## config.mk

```make
export PLATFORM = sky130hd
export DESIGN_NAME = exc_request_ctrl
export DESIGN_NICKNAME = d
export VERILOG_FILES = /design/src/rtl/exc_pkg.sv /design/src/rtl/exc_request_ctrl_sync_edge.sv /design/src/rtl/exc_request_ctrl.sv
export SDC_FILE = /design/constraint.sdc
export NUM_CORES = 1
export LEC_CHECK = 0
export CORE_MARGIN = 2
export CORE_UTILIZATION = 45
export DETAILED_ROUTE_END_ITERATION = 12
export GPL_ROUTABILITY_DRIVEN = 0
export PLACE_DENSITY_LB_ADDON = 0.08
export SLEW_MARGIN = 20
export SYNTH_ARGS = -nofsm -noshare
export SYNTH_HDL_FRONTEND = slang
export SYNTH_SLANG_ARGS = --single-unit
```

## constraint.sdc

```tcl
create_clock -name clk -period 1.93 [get_ports clk]
set_input_delay 0.2895 -clock clk [delete_from_list [all_inputs] [get_ports clk]]
set_output_delay 0.2895 -clock clk [all_outputs]
set_load 0.02 [all_outputs]
```

## src/rtl/exc_pkg.sv

```systemverilog
// Shared types and helpers for the exception request controller.
package exc_pkg;

  typedef enum logic [1:0] {
    IDLE,
    REQ,
    HANDLER
  } exc_state_t;

  localparam int unsigned ESTATUS_NONE = 0;

  // EStatus code for a source index: index + 1, leaving 0 as "none".
  function automatic int unsigned src_to_status(input int unsigned idx);
    return idx + 1;
  endfunction

endpackage

```

## src/rtl/exc_request_ctrl_sync_edge.sv

```systemverilog
// Two-flop synchroniser followed by a rising-edge detector for an asynchronous request line.
module sync_edge (
  input  logic clk,
  input  logic reset,
  input  logic async_i,
  output logic rise_o
);

  logic meta_q;
  logic sync_q;
  logic prev_q;

  // Synchroniser chain plus one delayed copy for edge detection.
  always_ff @(posedge clk) begin
    if (reset) begin
      meta_q <= 1'b0;
      sync_q <= 1'b0;
      prev_q <= 1'b0;
    end else begin
      meta_q <= async_i;
      sync_q <= meta_q;
      prev_q <= sync_q;
    end
  end

  assign rise_o = sync_q & ~prev_q;

endmodule

```

## src/rtl/exc_request_ctrl.sv

```systemverilog
// Exception request initiator: sticky pending sources, fixed-priority selection, and the
// Exc/ExcAck/ERet handshake towards the exception capture unit.
module exc_request_ctrl
  import exc_pkg::*;
#(
  parameter int unsigned N_SRC    = 4,
  parameter int unsigned STATUS_W = 4,
  parameter int unsigned EXT_SRC  = 3
) (
  input  logic                clk,
  input  logic                reset,
  input  logic [N_SRC-1:0]    src_i,
  input  logic [N_SRC-1:0]    mask_i,
  input  logic                ExcAck,
  input  logic                ERet,
  output logic                Exc,
  output logic [STATUS_W-1:0] EStatus,
  output logic [N_SRC-1:0]    pending_o,
  output logic                busy_o
);

  localparam int unsigned SEL_W = (N_SRC > 1) ? $clog2(N_SRC) : 1;

  exc_state_t          state_q, state_d;
  logic [SEL_W-1:0]    sel_q, sel_d;
  logic                exc_q, exc_d;
  logic [STATUS_W-1:0] estatus_q, estatus_d;
  logic [N_SRC-1:0]    pending_q, pending_d;
  logic                busy_q, busy_d;

  logic                ext_rise;
  logic [N_SRC-1:0]    src_eff;
  logic [N_SRC-1:0]    req;
  logic [N_SRC-1:0]    clr;
  int unsigned         sel_idx;

  sync_edge u_ext_sync (
    .clk     (clk),
    .reset   (reset),
    .async_i (src_i[EXT_SRC]),
    .rise_o  (ext_rise)
  );

  // Effective set vector: the external line contributes only its synchronised rising edge.
  always_comb begin
    src_eff          = src_i;
    src_eff[EXT_SRC] = ext_rise;
  end

  // Fixed-priority encoder over enabled pending sources; lowest index wins.
  always_comb begin
    req     = pending_q & mask_i;
    sel_idx = 0;
    for (int unsigned i = N_SRC; i > 0; i--) begin
      if (req[i-1]) sel_idx = i - 1;
    end
  end

  // Handshake FSM next state, output next values and pending update (set beats clear).
  always_comb begin
    state_d   = state_q;
    sel_d     = sel_q;
    exc_d     = exc_q;
    estatus_d = estatus_q;
    clr       = '0;
    case (state_q)
      IDLE: begin
        if (|req) begin
          state_d   = REQ;
          sel_d     = SEL_W'(sel_idx);
          exc_d     = 1'b1;
          estatus_d = STATUS_W'(src_to_status(sel_idx));
        end
      end
      REQ: begin
        if (ExcAck) begin
          state_d    = HANDLER;
          exc_d      = 1'b0;
          clr[sel_q] = 1'b1;
        end
      end
      HANDLER: begin
        if (ERet) begin
          state_d   = IDLE;
          estatus_d = STATUS_W'(ESTATUS_NONE);
        end
      end
      default: begin
        state_d   = IDLE;
        exc_d     = 1'b0;
        estatus_d = STATUS_W'(ESTATUS_NONE);
      end
    endcase
    pending_d = (pending_q & ~clr) | src_eff;
    busy_d    = (state_d != IDLE);
  end

  // State and output registers.
  always_ff @(posedge clk) begin
    if (reset) begin
      state_q   <= IDLE;
      sel_q     <= '0;
      exc_q     <= 1'b0;
      estatus_q <= '0;
      pending_q <= '0;
      busy_q    <= 1'b0;
    end else begin
      state_q   <= state_d;
      sel_q     <= sel_d;
      exc_q     <= exc_d;
      estatus_q <= estatus_d;
      pending_q <= pending_d;
      busy_q    <= busy_d;
    end
  end

  assign Exc       = exc_q;
  assign EStatus   = estatus_q;
  assign pending_o = pending_q;
  assign busy_o    = busy_q;

endmodule
```

# ---- Yosys cells after proc, flatten, opt, wreduce, memory -nomap -nowiden
# Index checks and enable logic that the tools add are counted.
dict set report word_totals {
  reg_bits 17
  inputBits 12
  output_inout_bits 10
  elab_cells 50
}
dict set report classes {
  add_sub_neg 1
  n_lt_le_gt_ge 2
  eq_ne 5
  n_mux 18
  n_bitwise 8
  n_reduce_logical 7
}
# op count
set op_table {}
lappend op_table {{4-bit 2-to-1 mux} 7}
lappend op_table {{4-bit one-hot mux with 3 select lines} 1}
lappend op_table {{4-bit AND} 2}
lappend op_table {{2-bit 2-to-1 mux} 4}
lappend op_table {{2-bit != test (second input constant)} 3}
lappend op_table {{2-bit one-hot mux with 3 select lines} 1}
lappend op_table {{3-bit AND reduction} 2}
lappend op_table {{4-bit by 1-bit adder with 4-bit output (second input constant)} 1}
lappend op_table {{4-bit inverter} 1}
lappend op_table {{4-bit bitwise OR} 1}
lappend op_table {{4-bit OR reduction} 1}
lappend op_table {{2-bit by 3-bit < comparator with 1-bit output (second input constant)} 1}
lappend op_table {{1-bit 2-to-1 mux} 3}
lappend op_table {{1-bit inverter} 3}
lappend op_table {{1-bit one-hot mux with 3 select lines} 1}
lappend op_table {{1-bit demux with 2-bit select} 1}
lappend op_table {{2-bit by 1-bit equality test with 1-bit output (second input constant)} 1}
lappend op_table {{2-bit equality test (second input constant)} 1}
lappend op_table {{2-bit by 1-bit >= comparator with 1-bit output (second input constant)} 1}
lappend op_table {{2-bit zero test} 1}
lappend op_table {{2-bit AND reduction} 1}
lappend op_table {{2-bit nonzero test} 1}
lappend op_table {{1-bit AND} 1}
lappend op_table {{1-bit logical AND} 1}

# ---- Longest topological paths before layout
# Gate-level depths: netlist of the first run.
dict set report depth {
  word_depth 9
  ltp_mapped 6
  mapped_depth_nobuf 6
}

# ---- Modules after synthesis
# From an unflattened synthesis of the first run, not the netlist that was laid out.
dict set report hier_totals {
  cells_unflattened 73
  hier_area_um2 665.6
}
# module n_inst cells_each area_per_inst_um2 seq_area_each_um2
set by_module_without_submodules {}
lappend by_module_without_submodules {exc_request_ctrl 1 66 578.1 260.2}
lappend by_module_without_submodules {sync_edge 1 7 87.6 60.1}

# ---- Worst setup path before layout of the first run
# Ideal clock, no wire load.
dict set report synth_path {
  kind {reg2reg}
  start {register pending_q[2] (netlist: pending_o[2])}
  end {register estatus_q[1] (netlist: EStatus[1])}
  setup_ns 0.134
  arrival_ns 1.198
  required_ns 1.796
  slack_ns 0.598
  path_stages_with_launch 7
  path_buffers 0
  period_less_slack_ns 1.332
  path_cell_list {dfxtp_1 -> nand2_1 -> a32oi_1 -> nor2_1 -> ha_1 -> nand2_1 -> a21oi_1}
}
dict set report synth_via {
  elab_chain_len 7
  elab_cells_between_ends 10
  classes_between {add/sub: 1; eq/ne: 1; mux: 5; bitwise: 1; reduce/logical: 2}
}
# element line
set synth_rtl {}
lappend synth_rtl {{from (decl)} exc_request_ctrl.sv:28} ;# logic [N_SRC-1:0] pending_q, pending_d;
lappend synth_rtl {{from (signal assigned)} exc_request_ctrl.sv:112} ;# pending_q <= pending_d;
lappend synth_rtl {{4-bit AND} exc_request_ctrl.sv:52} ;# req = pending_q & mask_i;
lappend synth_rtl {{4-bit 2-to-1 mux (3 in series)} exc_request_ctrl.sv:55} ;# if (req[i-1]) sel_idx = i - 1;
lappend synth_rtl {{named net sel_idx[0]} exc_request_ctrl.sv:35} ;# int unsigned sel_idx;
lappend synth_rtl {{4-bit by 1-bit adder with 4-bit output} exc_pkg.sv:14} ;# return idx + 1;
lappend synth_rtl {{4-bit 2-to-1 mux} exc_request_ctrl.sv:68} ;# if (|req) begin
lappend synth_rtl {{4-bit one-hot mux with 3 select lines} exc_request_ctrl.sv:66} ;# case (state_q)
lappend synth_rtl {{to (signal assigned)} exc_request_ctrl.sv:111} ;# estatus_q <= estatus_d;
lappend synth_rtl {{to (decl)} exc_request_ctrl.sv:27} ;# logic [STATUS_W-1:0] estatus_q, estatus_d;
# The timed path passes the listed nets, and every way through them passes these cells. The select of a mux whose other input is x is not followed.
# A chain may end at the register's enable or synchronous reset.

# ---- Worst setup path after layout of the first run
dict set report layout_path {
  start {register pending_q[0] (netlist: pending_o[0])}
  end {output port pending_o[0]}
}
# element line
set layout_lines {}
lappend layout_lines {{to (decl)} exc_request_ctrl.sv:18} ;# output logic [N_SRC-1:0] pending_o,
# No word-level cell between the ends.

==> report_table.html, run 1 <==
<table>
<tr><th>Metric</th><th>Value</th></tr>
<tr><th colspan="2">Critical path</th></tr>
<tr><td>Worst-path maximum fanout</td><td>4</td></tr>
<tr><td>CP peak stage delay</td><td>0.63 ns</td></tr>
<tr><td>Kind of cell with the highest combined delay on the critical path</td><td>buffers and inverters</td></tr>
<tr><td>Setup CP Type</td><td>flip-flop to output pin</td></tr>
<tr><td>Kind of launch point of the worst setup path</td><td>flip-flop</td></tr>
<tr><td>Slowest-stage cell, CP</td><td>clkdlybuf4s50_1</td></tr>
<tr><td>Arrival @ worst endpoint</td><td>1.31 ns</td></tr>
<tr><td>CP Buf/Inv Count</td><td>1</td></tr>
<tr><td>Crit end category</td><td>output pin</td></tr>
<tr><td>Sequence of cells on the critical path</td><td>clkdlybuf4s50_1</td></tr>
<tr><td>CP required</td><td>1.64 ns</td></tr>
<tr><th colspan="2">Clock network</th></tr>
<tr><td>H-Tree Level Count</td><td>1</td></tr>
<tr><td>Cell chosen for the clock root</td><td>clkbuf_4</td></tr>
<tr><td>Number of clock sinks seen by CTS</td><td>16</td></tr>
<tr><td>Hold buffer count at CTS</td><td>0</td></tr>
<tr><td>Maximum buffer depth of the clock tree</td><td>2</td></tr>
<tr><td>Clk_lat worst skew</td><td>0.28 ns</td></tr>
<tr><td>Total of cells resized after clock tree synthesis</td><td>0</td></tr>
<tr><td>CTS Buf Count</td><td>3</td></tr>
<tr><td>Clock transition at the register clock pins on the worst setup and hold paths after CTS</td><td>0.09 ns</td></tr>
<tr><td>Buffer count from post-CTS setup fixing</td><td>0</td></tr>
<tr><td>Clock tree from TritonCTS</td><td>done</td></tr>
<tr><th colspan="2">STA</th></tr>
<tr><td>Slew @ Worst Pin</td><td>0.564 ns</td></tr>
<tr><td>Crit share post-route</td><td>82.9%</td></tr>
<tr><td>Shortest period the worst path allows</td><td>1.60 ns</td></tr>
<tr><td>Number of hold violations in the final report</td><td>0</td></tr>
<tr><td>Total count of max-transition violations in the final report</td><td>0</td></tr>
<tr><td>Worst max-slew margin expressed relative to the limit</td><td>62.3%</td></tr>
<tr><td>Final clock skew</td><td>0.00376 ns</td></tr>
<tr><td>Final setup fails</td><td>0</td></tr>
<tr><td>Unrepaired setup endpoints after global routing</td><td>no</td></tr>
<tr><td>Highest clock frequency the design can meet</td><td>625 MHz</td></tr>
<tr><td>Worst-case hold slack</td><td>0.450 ns</td></tr>
<tr><td>Post-Route Setup TNS</td><td>0 ns</td></tr>
<tr><th colspan="2">Floorplan</th></tr>
<tr><td>Std cell rows</td><td>13</td></tr>
<tr><td>DIE HEIGHT</td><td>42.4 um</td></tr>
<tr><td>Die area</td><td>1800 um2</td></tr>
<tr><td>Io pins</td><td>22</td></tr>
<tr><td>Placeable core area</td><td>1330 um2</td></tr>
<tr><td>Chip Width</td><td>42.4 um</td></tr>
<tr><td>Effective utilization at floorplan</td><td>49.7%</td></tr>
<tr><th colspan="2">Logic synthesis</th></tr>
<tr><td>Cell count after synthesis</td><td>73</td></tr>
<tr><td>Syn Std Cell Area</td><td>663 um2</td></tr>
<tr><td>Most instantiated cells after synthesis</td><td>dfxtp_1 (16), a21oi_1 (11), nand2_1 (6), nor2_1 (6), nor2b_1 (5)</td></tr>
<tr><td>Proportion of register bits with asynchronous set or reset after synthesis</td><td>0%</td></tr>
<tr><td>Average size of a mapped cell</td><td>9.08 um2</td></tr>
<tr><td>Net Count, Synth</td><td>86</td></tr>
<tr><td>Area share of the leading cell type in the synthesized netlist</td><td>48.3%</td></tr>
<tr><td>Most common flop cell mapped by yosys</td><td>dfxtp_1</td></tr>
<tr><td>Count of yosys warnings during synthesis</td><td>0</td></tr>
<tr><td>Most used standard cell by instance count after synthesis</td><td>dfxtp_1</td></tr>
<tr><td>Top cells by area, synth</td><td>dfxtp_1 (48%), a21oi_1 (8.3%), nor2b_1 (4.7%), nand2_1 (3.4%), nand3b_1 (3.4%)</td></tr>
<tr><td>Sequential-to-total area share from yosys stat</td><td>48.3%</td></tr>
<tr><td>Yosys cell types</td><td>25</td></tr>
<tr><td>Number of enable flip-flop cells after synthesis</td><td>0</td></tr>
<tr><td>Flip-flop and latch count after synthesis</td><td>16</td></tr>
<tr><td>Most area-hungry cell type in the Yosys netlist</td><td>dfxtp_1</td></tr>
<tr><th colspan="2">Global route</th></tr>
<tr><td>Met1 layer usage reported by global route</td><td>20.6%</td></tr>
<tr><td>Antenna violations before repair</td><td>0</td></tr>
<tr><td>Met2 demand-to-capacity share in global routing</td><td>23.7%</td></tr>
<tr><td>Vias in the first global route</td><td>522</td></tr>
<tr><td>Met3 usage in global routing</td><td>3.45%</td></tr>
<tr><td>Global-route congestion overflow total</td><td>0</td></tr>
<tr><td>Grt peak-use layer</td><td>met2</td></tr>
<tr><td>Global Route Usage Sum</td><td>15.8%</td></tr>
<tr><td>First-pass GRT wire length</td><td>2.17 mm</td></tr>
<tr><td>Maximum number of pins on one net before global-route repair</td><td>17</td></tr>
<tr><th colspan="2">Detailed routing</th></tr>
<tr><td>Routed WL per cell</td><td>11.4 um</td></tr>
<tr><td>DRT iter0 DRCs</td><td>5</td></tr>
<tr><td>Number of vias per cell after detailed routing</td><td>5.37</td></tr>
<tr><td>Total Routed Length</td><td>1.26 mm</td></tr>
<tr><td>Router iterations before antenna repair</td><td>2</td></tr>
<tr><td>Total number of vias</td><td>591</td></tr>
<tr><td>Detailed-route DRC error count</td><td>0</td></tr>
<tr><td>Number of nets with antenna violations after routing</td><td>0</td></tr>
<tr><th colspan="2">Outcome</th></tr>
<tr><td>Status</td><td>completed</td></tr>
<tr><th colspan="2">Pwr</th></tr>
<tr><td>Peak ir drop on the vdd network</td><td>0.000579 V</td></tr>
<tr><td>Power density cells</td><td>823 nW/um2</td></tr>
<tr><td>Cell leakage power</td><td>0.332 nW</td></tr>
<tr><th colspan="2">Place</th></tr>
<tr><td>Post-detailed-placement half-perimeter wirelength</td><td>911 um</td></tr>
<tr><td>IO Port Bufs</td><td>20</td></tr>
<tr><th colspan="2">Worst hold path</th></tr>
<tr><td>Class of the tightest hold or removal check</td><td>flip-flop to flip-flop</td></tr>
<tr><th colspan="2">Final layout</th></tr>
<tr><td>Number of nets at the end of the flow</td><td>109</td></tr>
<tr><td>Combined area of the multi-input logic cells</td><td>332 um2</td></tr>
<tr><td>Share of final-layout standard cells stronger than drive strength 1</td><td>9.47%</td></tr>
<tr><td>Utilization of the core after routing</td><td>68.0%</td></tr>
<tr><td>Layout-stage area growth over the synthesis result</td><td>36.8%</td></tr>
<tr><td>Register Area</td><td>320 um2</td></tr>
<tr><td>Antenna diode count</td><td>0</td></tr>
<tr><td>Count of filler cells inserted in the layout</td><td>122</td></tr>
<tr><th colspan="2">Flow run</th></tr>
<tr><td>Maxcap violations</td><td>0</td></tr>
</table>
[cell type report]
type | instances | area share, %
clock buffer | 4 | 4.00
multi-input combinational | 55 | 36.6
sequential | 16 | 35.3
tap | 15 | 2.07
timing repair buffer | 20 | 22.1
[sequential cells by signal, summed over array words and instances (netlist names)]
| signal | flops |
|---|---|
| EStatus | 3 |
| Exc | 1 |
| busy_o | 1 |
| pending_o | 4 |
| sel_q | 2 |
| state_q | 2 |
| u_ext_sync.meta_q | 1 |
| u_ext_sync.prev_q | 1 |
| u_ext_sync.sync_q | 1 |
[final timing paths]
check	from	endpoint	slack, ns	depth (start not counted)
worst max-delay path	pending_o[0]	pending_o[0]	0.33	1
worst min-delay path	u_ext_sync.meta_q	u_ext_sync.sync_q	0.45	1
worst max register to register	pending_o[3]	EStatus[1]	0.62	5
worst min register to register	u_ext_sync.meta_q	u_ext_sync.sync_q	0.45	1
[cell usage in the layout, fill, tap and decap left out, types with 3 or more instances in the layout]
cell type,count
nand2_1,6
clkdlybuf4s50_1,20
dfxtp_1,16
nor2_1,6
clkbuf_4,3
nand3_1,4
o21ai_0,3
nor2b_1,5
a21oi_1,11
nand3b_1,3
[per-stage QoR]
stage          power, mW  cells  worst slack [ns]  area (um2)
2_1_floorplan      0.469     73             0.598         663
3_3_place_gp       0.535    106             0.250         871
3_5_place_dp       0.536    106             0.235         871
4_1_cts            0.750    110             0.330         907
5_1_grt            0.784    110             0.276         907
6_report           0.746    110             0.330         907
[layer usage]
layer,part of all wire (%),vias to the layer above
li1,-,304
met1,49,265
met2,42,18
met3,6.4,4
met4,1.8,0
met5,0,-
[power by group]
| group | internal, mW | switching [mW] | leakage [nW] |
|---|---|---|---|
| combinational | 0.0792 | 0.0739 | 0.179 |
| sequential | 0.355 | 0.0202 | 0.132 |
| clock | 0.115 | 0.104 | 0.0210 |
| total | 0.549 | 0.198 | 0.332 |
[kinds of logic after synthesis]
family          count (synthesis)  share of synthesized area [%]
flops                          16                           48.3
fa+ha+maj                       1                           1.89
simple gates                   31                           25.7
compound gates                 22                           21.9
other cells                     1                          0.565
buf+inv                         2                           1.70
Note: power is estimated with default switching activity, not from simulation.
==> run 2: changes to the inputs <==
Settings changed: CORE_UTILIZATION 45 to 43.
Clock period 1.93 ns to 1.6 ns, I/O delays scaled along.
==> run 2 against run 1 <==
  * Clock skew down 0.0017 ns
  * Power up 13%
  * Non-clock buffer count up 3
  * Clock power down 7%
  * Register-to-register slack worse by 0.30 ns
  * Worst setup slack worse by 0.27 ns
  * Clock-buffer cell count down 1
  * Global-route usage down 1.1 points
  * First-iteration DRC count up 20%
  * Worst hold slack better by 0.0050 ns
==> report_table.html, run 2 (same netlist as run 1, synthesis figures left out) <==
<table>
<tr><th>Metric</th><th>Value</th></tr>
<tr><th colspan="2">STA</th></tr>
<tr><td>Unrepaired setup endpoints after global routing</td><td>no</td></tr>
<tr><td>Worst-case hold slack</td><td>0.455 ns</td></tr>
<tr><td>Total count of max-transition violations in the final report</td><td>0</td></tr>
<tr><td>Crit share post-route</td><td>96.3%</td></tr>
<tr><td>Number of hold violations in the final report</td><td>0</td></tr>
<tr><td>Final setup fails</td><td>0</td></tr>
<tr><td>Post-Route Setup TNS</td><td>0 ns</td></tr>
<tr><td>Final clock skew</td><td>0.00203 ns</td></tr>
<tr><td>Worst path setup slack after routing</td><td>0.0600 ns</td></tr>
<tr><td>Shortest period the worst path allows</td><td>1.54 ns</td></tr>
<tr><td>Highest clock frequency the design can meet</td><td>649 MHz</td></tr>
<tr><th colspan="2">Floorplan</th></tr>
<tr><td>Placeable core area</td><td>1470 um2</td></tr>
<tr><td>Chip Width</td><td>43.3 um</td></tr>
<tr><td>Io pins</td><td>22</td></tr>
<tr><td>DIE HEIGHT</td><td>43.3 um</td></tr>
<tr><td>Std cell rows</td><td>14</td></tr>
<tr><td>Effective utilization at floorplan</td><td>45.1%</td></tr>
<tr><td>Die area</td><td>1870 um2</td></tr>
<tr><th colspan="2">Pwr</th></tr>
<tr><td>Peak ir drop on the vdd network</td><td>0.000583 V</td></tr>
<tr><td>Cell leakage power</td><td>0.339 nW</td></tr>
<tr><td>Total chip power</td><td>0.846 mW</td></tr>
<tr><td>Power density cells</td><td>922 nW/um2</td></tr>
<tr><th colspan="2">Place</th></tr>
<tr><td>Placed standard-cell area</td><td>895 um2</td></tr>
<tr><td>Post-detailed-placement half-perimeter wirelength</td><td>1.01 mm</td></tr>
<tr><td>IO Port Bufs</td><td>20</td></tr>
<tr><td>Placed Cells incl. Taps</td><td>110</td></tr>
<tr><td>Pre-CTS WS</td><td>0.0167 ns</td></tr>
<tr><th colspan="2">Critical path</th></tr>
<tr><td>Slowest-stage cell, CP</td><td>clkdlybuf4s50_1</td></tr>
<tr><td>CP Buf/Inv Count</td><td>1</td></tr>
<tr><td>Kind of cell with the highest combined delay on the critical path</td><td>buffers and inverters</td></tr>
<tr><td>CP required</td><td>1.36 ns</td></tr>
<tr><td>Sequence of cells on the critical path</td><td>clkdlybuf4s50_1</td></tr>
<tr><td>Crit end category</td><td>output pin</td></tr>
<tr><td>CP peak stage delay</td><td>0.63 ns</td></tr>
<tr><td>Kind of launch point of the worst setup path</td><td>flip-flop</td></tr>
<tr><td>Setup CP Type</td><td>flip-flop to output pin</td></tr>
<tr><td>Worst-path maximum fanout</td><td>4</td></tr>
<tr><td>Arrival @ worst endpoint</td><td>1.30 ns</td></tr>
<tr><th colspan="2">Clock network</th></tr>
<tr><td>H-Tree Level Count</td><td>1</td></tr>
<tr><td>Number of clock sinks seen by CTS</td><td>16</td></tr>
<tr><td>Maximum buffer depth of the clock tree</td><td>2</td></tr>
<tr><td>Buffer count from post-CTS setup fixing</td><td>0</td></tr>
<tr><td>CTS Buf Count</td><td>3</td></tr>
<tr><td>Cell chosen for the clock root</td><td>clkbuf_4</td></tr>
<tr><td>Clock transition at the register clock pins on the worst setup and hold paths after CTS</td><td>0.09 ns</td></tr>
<tr><td>Clk_lat worst skew</td><td>0.27 ns</td></tr>
<tr><td>Clock tree from TritonCTS</td><td>done</td></tr>
<tr><td>Hold buffer count at CTS</td><td>0</td></tr>
<tr><td>Total of cells resized after clock tree synthesis</td><td>0</td></tr>
<tr><th colspan="2">Final layout</th></tr>
<tr><td>Share of final-layout standard cells stronger than drive strength 1</td><td>11.3%</td></tr>
<tr><td>Count of filler cells inserted in the layout</td><td>137</td></tr>
<tr><td>Number of nets at the end of the flow</td><td>112</td></tr>
<tr><td>Antenna diode count</td><td>0</td></tr>
<tr><td>Final cell count without fillers</td><td>113</td></tr>
<tr><td>Utilization of the core after routing</td><td>62.3%</td></tr>
<tr><td>Layout-stage area growth over the synthesis result</td><td>38.3%</td></tr>
<tr><td>Area of all placed cells without fillers</td><td>917 um2</td></tr>
<tr><td>Commonest non-fill, non-tap cell in the layout</td><td>clkdlybuf4s50_1</td></tr>
<tr><td>Most used cells in the layout excluding fill and tap cells</td><td>clkdlybuf4s50_1 (20), dfxtp_1 (16), a21oi_1 (11)</td></tr>
<tr><td>Number of flip-flops in the largest register</td><td>4</td></tr>
<tr><th colspan="2">Worst hold path</th></tr>
<tr><td>Class of the tightest hold or removal check</td><td>flip-flop to flip-flop</td></tr>
<tr><th colspan="2">Detailed routing</th></tr>
<tr><td>Number of nets with antenna violations after routing</td><td>0</td></tr>
<tr><td>Routed WL per cell</td><td>11.5 um</td></tr>
<tr><td>DRT iter0 DRCs</td><td>6</td></tr>
<tr><td>Total number of vias</td><td>606</td></tr>
<tr><td>Detailed-route DRC error count</td><td>0</td></tr>
<tr><td>Router iterations before antenna repair</td><td>3</td></tr>
<tr><td>Number of vias per cell after detailed routing</td><td>5.36</td></tr>
<tr><td>Total Routed Length</td><td>1.30 mm</td></tr>
<tr><th colspan="2">Outcome</th></tr>
<tr><td>Status</td><td>completed</td></tr>
<tr><th colspan="2">Global route</th></tr>
<tr><td>Vias in the first global route</td><td>490</td></tr>
<tr><td>First-pass GRT wire length</td><td>2.06 mm</td></tr>
<tr><td>Global-route congestion overflow total</td><td>0</td></tr>
<tr><td>Global Route Usage Sum</td><td>14.7%</td></tr>
<tr><td>Maximum number of pins on one net before global-route repair</td><td>10</td></tr>
<tr><td>Antenna violations before repair</td><td>0</td></tr>
<tr><th colspan="2">Flow run</th></tr>
<tr><td>Maxcap violations</td><td>0</td></tr>
</table>
[run 2: metal layers]
layer	part of all wire [%]	global-route usage [%]	up-vias	routed length, um
met5	0	0	-	0
met4	0.77	7.27	0	10
met3	5.9	4.68	2	76
met2	46	21.2	12	600
met1	47	19.6	284	610
li1	-	-	308	-
[run 2: power by group]
| part | internal, mW | switching [mW] | leakage [nW] |
|---|---|---|---|
| registers | 0.428 | 0.0238 | 0.132 |
| clock network | 0.0871 | 0.114 | 0.0138 |
| logic | 0.101 | 0.0920 | 0.193 |
[run 2: final timing paths]
path | slack (ns) | start | cells past startpoint | to
setup / recovery | 0.06 | pending_o[3] | 1 | pending_o[3]
hold / removal | 0.46 | Exc | 2 | Exc
setup reg to reg | 0.32 | pending_o[3] | 4 | sel_q[0]
hold reg to reg | 0.46 | Exc | 2 | Exc
[run 2: final cells by class]
cell class | instances | area (um2) | area share (%)
Multi-Input combinational cell | 55 | 332 | 36.2
Sequential cell | 16 | 320 | 34.9
Timing Repair Buffer | 23 | 223 | 24.3
Clock buffer | 3 | 22.5 | 2.46
Tap cell | 16 | 20.0 | 2.18
==> patch, RTL diff (flow settings as in run 2) <==
Take the reset off `pending_q` and load it in a clocked block of its own.
--- a/src/rtl/exc_request_ctrl.sv
+++ b/src/rtl/exc_request_ctrl.sv
@@ -102,16 +102,18 @@
       sel_q     <= '0;
       exc_q     <= 1'b0;
       estatus_q <= '0;
-      pending_q <= '0;
       busy_q    <= 1'b0;
     end else begin
       state_q   <= state_d;
       sel_q     <= sel_d;
       exc_q     <= exc_d;
       estatus_q <= estatus_d;
-      pending_q <= pending_d;
       busy_q    <= busy_d;
     end
+  end
+
+  always_ff @(posedge clk) begin
+    pending_q <= pending_d;
   end
 
   assign Exc       = exc_q;
Formal check against the unedited RTL: not equivalent (Yosys sat finds a counterexample within 4 cycles, from zero or initial values and one cycle with reset high).
==> patch against run 2 <==
Synthesized cell count shrank 4.1%. Synthesized area fell by 0.94%. Total power up 9.0%. Final area shrank 0.27%. Clock skew rose by 0.0033 ns. Routed wire length shrank 0.15%. Utilization shrank 0.17 points. Worst setup slack lost 0.0059 ns. Sequential cell count did not move. Critical path type unchanged. Highest routed layer unchanged.
==> patch: results (changes against run 2) <==
[outcome]
status=completed  ; unchanged

[sta]
fmax_mhz=647  ; was 649 MHz
holdWs_ns=0.411  ; was 0.455 ns
worst_clock_skew_ns=0.00530  ; was 0.00203 ns

[place]
dp_slack_ns=-0.0616  ; was 0.0167 ns
dp_hpwl_microns=935  ; was 1010 microns
portBuffers=20  ; unchanged
dpl_cell_area_sq_um=873  ; was 895 sq um

[critical_path]
r2r_cells=6  ; was 4
endpoint=pending_o[1]  ; was pending_o[3]
cp-startpoint=pending_o[1]$_DFF_P_  ; was pending_o[3]$_SDFF_PP0_
crit_family=buffers and inverters  ; unchanged
r2r_end=EStatus[1]$_SDFFE_PP0P_  ; was sel_q[0]$_SDFFE_PP0P_
cp_slowest_cell=clkdlybuf4s50_1  ; unchanged
r2r_start=pending_o[2]$_DFF_P_  ; was pending_o[3]$_SDFF_PP0_
reg2reg_slack_ns=0.28  ; was 0.32 ns
arrival_ns=1.31

[clock_tree]
numCtsBuffers=3  ; unchanged
cts_setup_buffers=0  ; unchanged
root_buffer=clkbuf_4  ; unchanged
cts_resized=0  ; unchanged
hold_buffers=0  ; unchanged
cts-htree-levels=1  ; unchanged
clk_latency_ns=0.29  ; was 0.27 ns

[route]
drt_wl_total_microns=1300  ; about the same
firstDrtPassIters=4  ; was 3
via_count=569  ; was 606
drt-initial-drc-count=8  ; was 6

[global_routing]
grt_max_degree=13  ; was 10
use_met2_pct=23.0  ; was 21.2%
grt_pass1_wl_microns=2200  ; was 2060 microns
grtUsageTotal_pct=16.0  ; was 14.7%
grtUsageMet3_pct=5.11  ; was 4.68%
grt_pass1_vias=514  ; was 490
grt_util_met1_pct=20.7  ; was 19.6%
antenna_found_initial=0  ; unchanged

[synthesis]
synth-warning-count=0  ; unchanged
netlist_instances=70  ; was 73
synth_cell_type_count=27  ; was 25
synth-seq-area-share_pct=48.8  ; was 48.3%
synth_nets=83  ; was 86
synth_common_cells=dfxtp_1, a21oi_1, nand2_1  ; was dfxtp_1, a21oi_1, nand2_1, nor2_1, nor2b_1
ys_top_cells_by_area=dfxtp_1, a21oi_1, o31ai_1, nand2b_1, nand2_1  ; was dfxtp_1, a21oi_1, nor2b_1, nand2_1, nand3b_1
synthArstFlopShare_pct=0  ; unchanged

[layout]
n_antenna_cell=0  ; unchanged
layout-drive-gt1-share_pct=10.8  ; was 11.3%
finalNonFillerCells=109  ; was 113

[power]
vdd_drop_max_uv=640  ; was 583 uV
p_leak_nw=0.336  ; was 0.339 nW
switching_power_w=0.000256  ; was 0.000230 W

[worst_hold_path]
hold_path_class=register to register  ; unchanged
holdPathStages=1  ; was 2

## patch: cell count changes after synthesis, moves of 2 or more
cell,delta
nand3b_1,-2
nand2b_1,+3
o31ai_1,+4
nor2_1,-3
nor2b_1,-2
inv_1,+3
a21oi_1,-4
## patch: cells by family after synthesis
kind of cell	count (synthesis)	share of synthesized area [%]
adders and majority gates	1	1.90
other	1	0.571
DFF	16	48.8
and+or+nand+nor	24	19.8
AOI/OAI and AO/OA	23	25.5
buffers and inverters	5	3.43
## patch: how the worst min path moves through the flow
stage | endpoint | from
finish | pending_o[3]$_DFF_P_ | u_ext_sync.prev_q$_SDFF_PP0_
global route | pending_o[3]$_DFF_P_ | u_ext_sync.prev_q$_SDFF_PP0_
floorplan | u_ext_sync.meta_q$_SDFF_PP0_ | reset
global placement | pending_o[3]$_DFF_P_ | u_ext_sync.prev_q$_SDFF_PP0_
CTS | pending_o[3]$_DFF_P_ | u_ext_sync.prev_q$_SDFF_PP0_
detailed placement | pending_o[3]$_DFF_P_ | u_ext_sync.prev_q$_SDFF_PP0_
## patch: power by group through the flow
| stage | sequential, W | clock [W] | combinational [W] |
|---|---|---|---|
| after floorplan | 0.000481 | 0 | 0.0000919 |
| after global placement | 0.000462 | 0 | 0.000193 |
| after detailed placement | 0.000462 | 0 | 0.000194 |
| after CTS | 0.000453 | 0.000283 | 0.000195 |
| after global routing | 0.000458 | 0.000301 | 0.000212 |
| final | 0.000453 | 0.000276 | 0.000193 |
## patch: cell type report
cell class              instances  area (sq um)
repair buffers                 21           213
well taps                      16          20.0
clock buffers                   4          36.3
multi-input cells              49           314
flip-flops and latches         16           320
inverters                       3          11.3
fillers                       135           557
## patch: layer usage
layer  wire length [microns]  up-vias
met5                       0        -
met4                      22        0
met3                     108        2
met2                     541       19
met1                     625      255
li1                        -      293
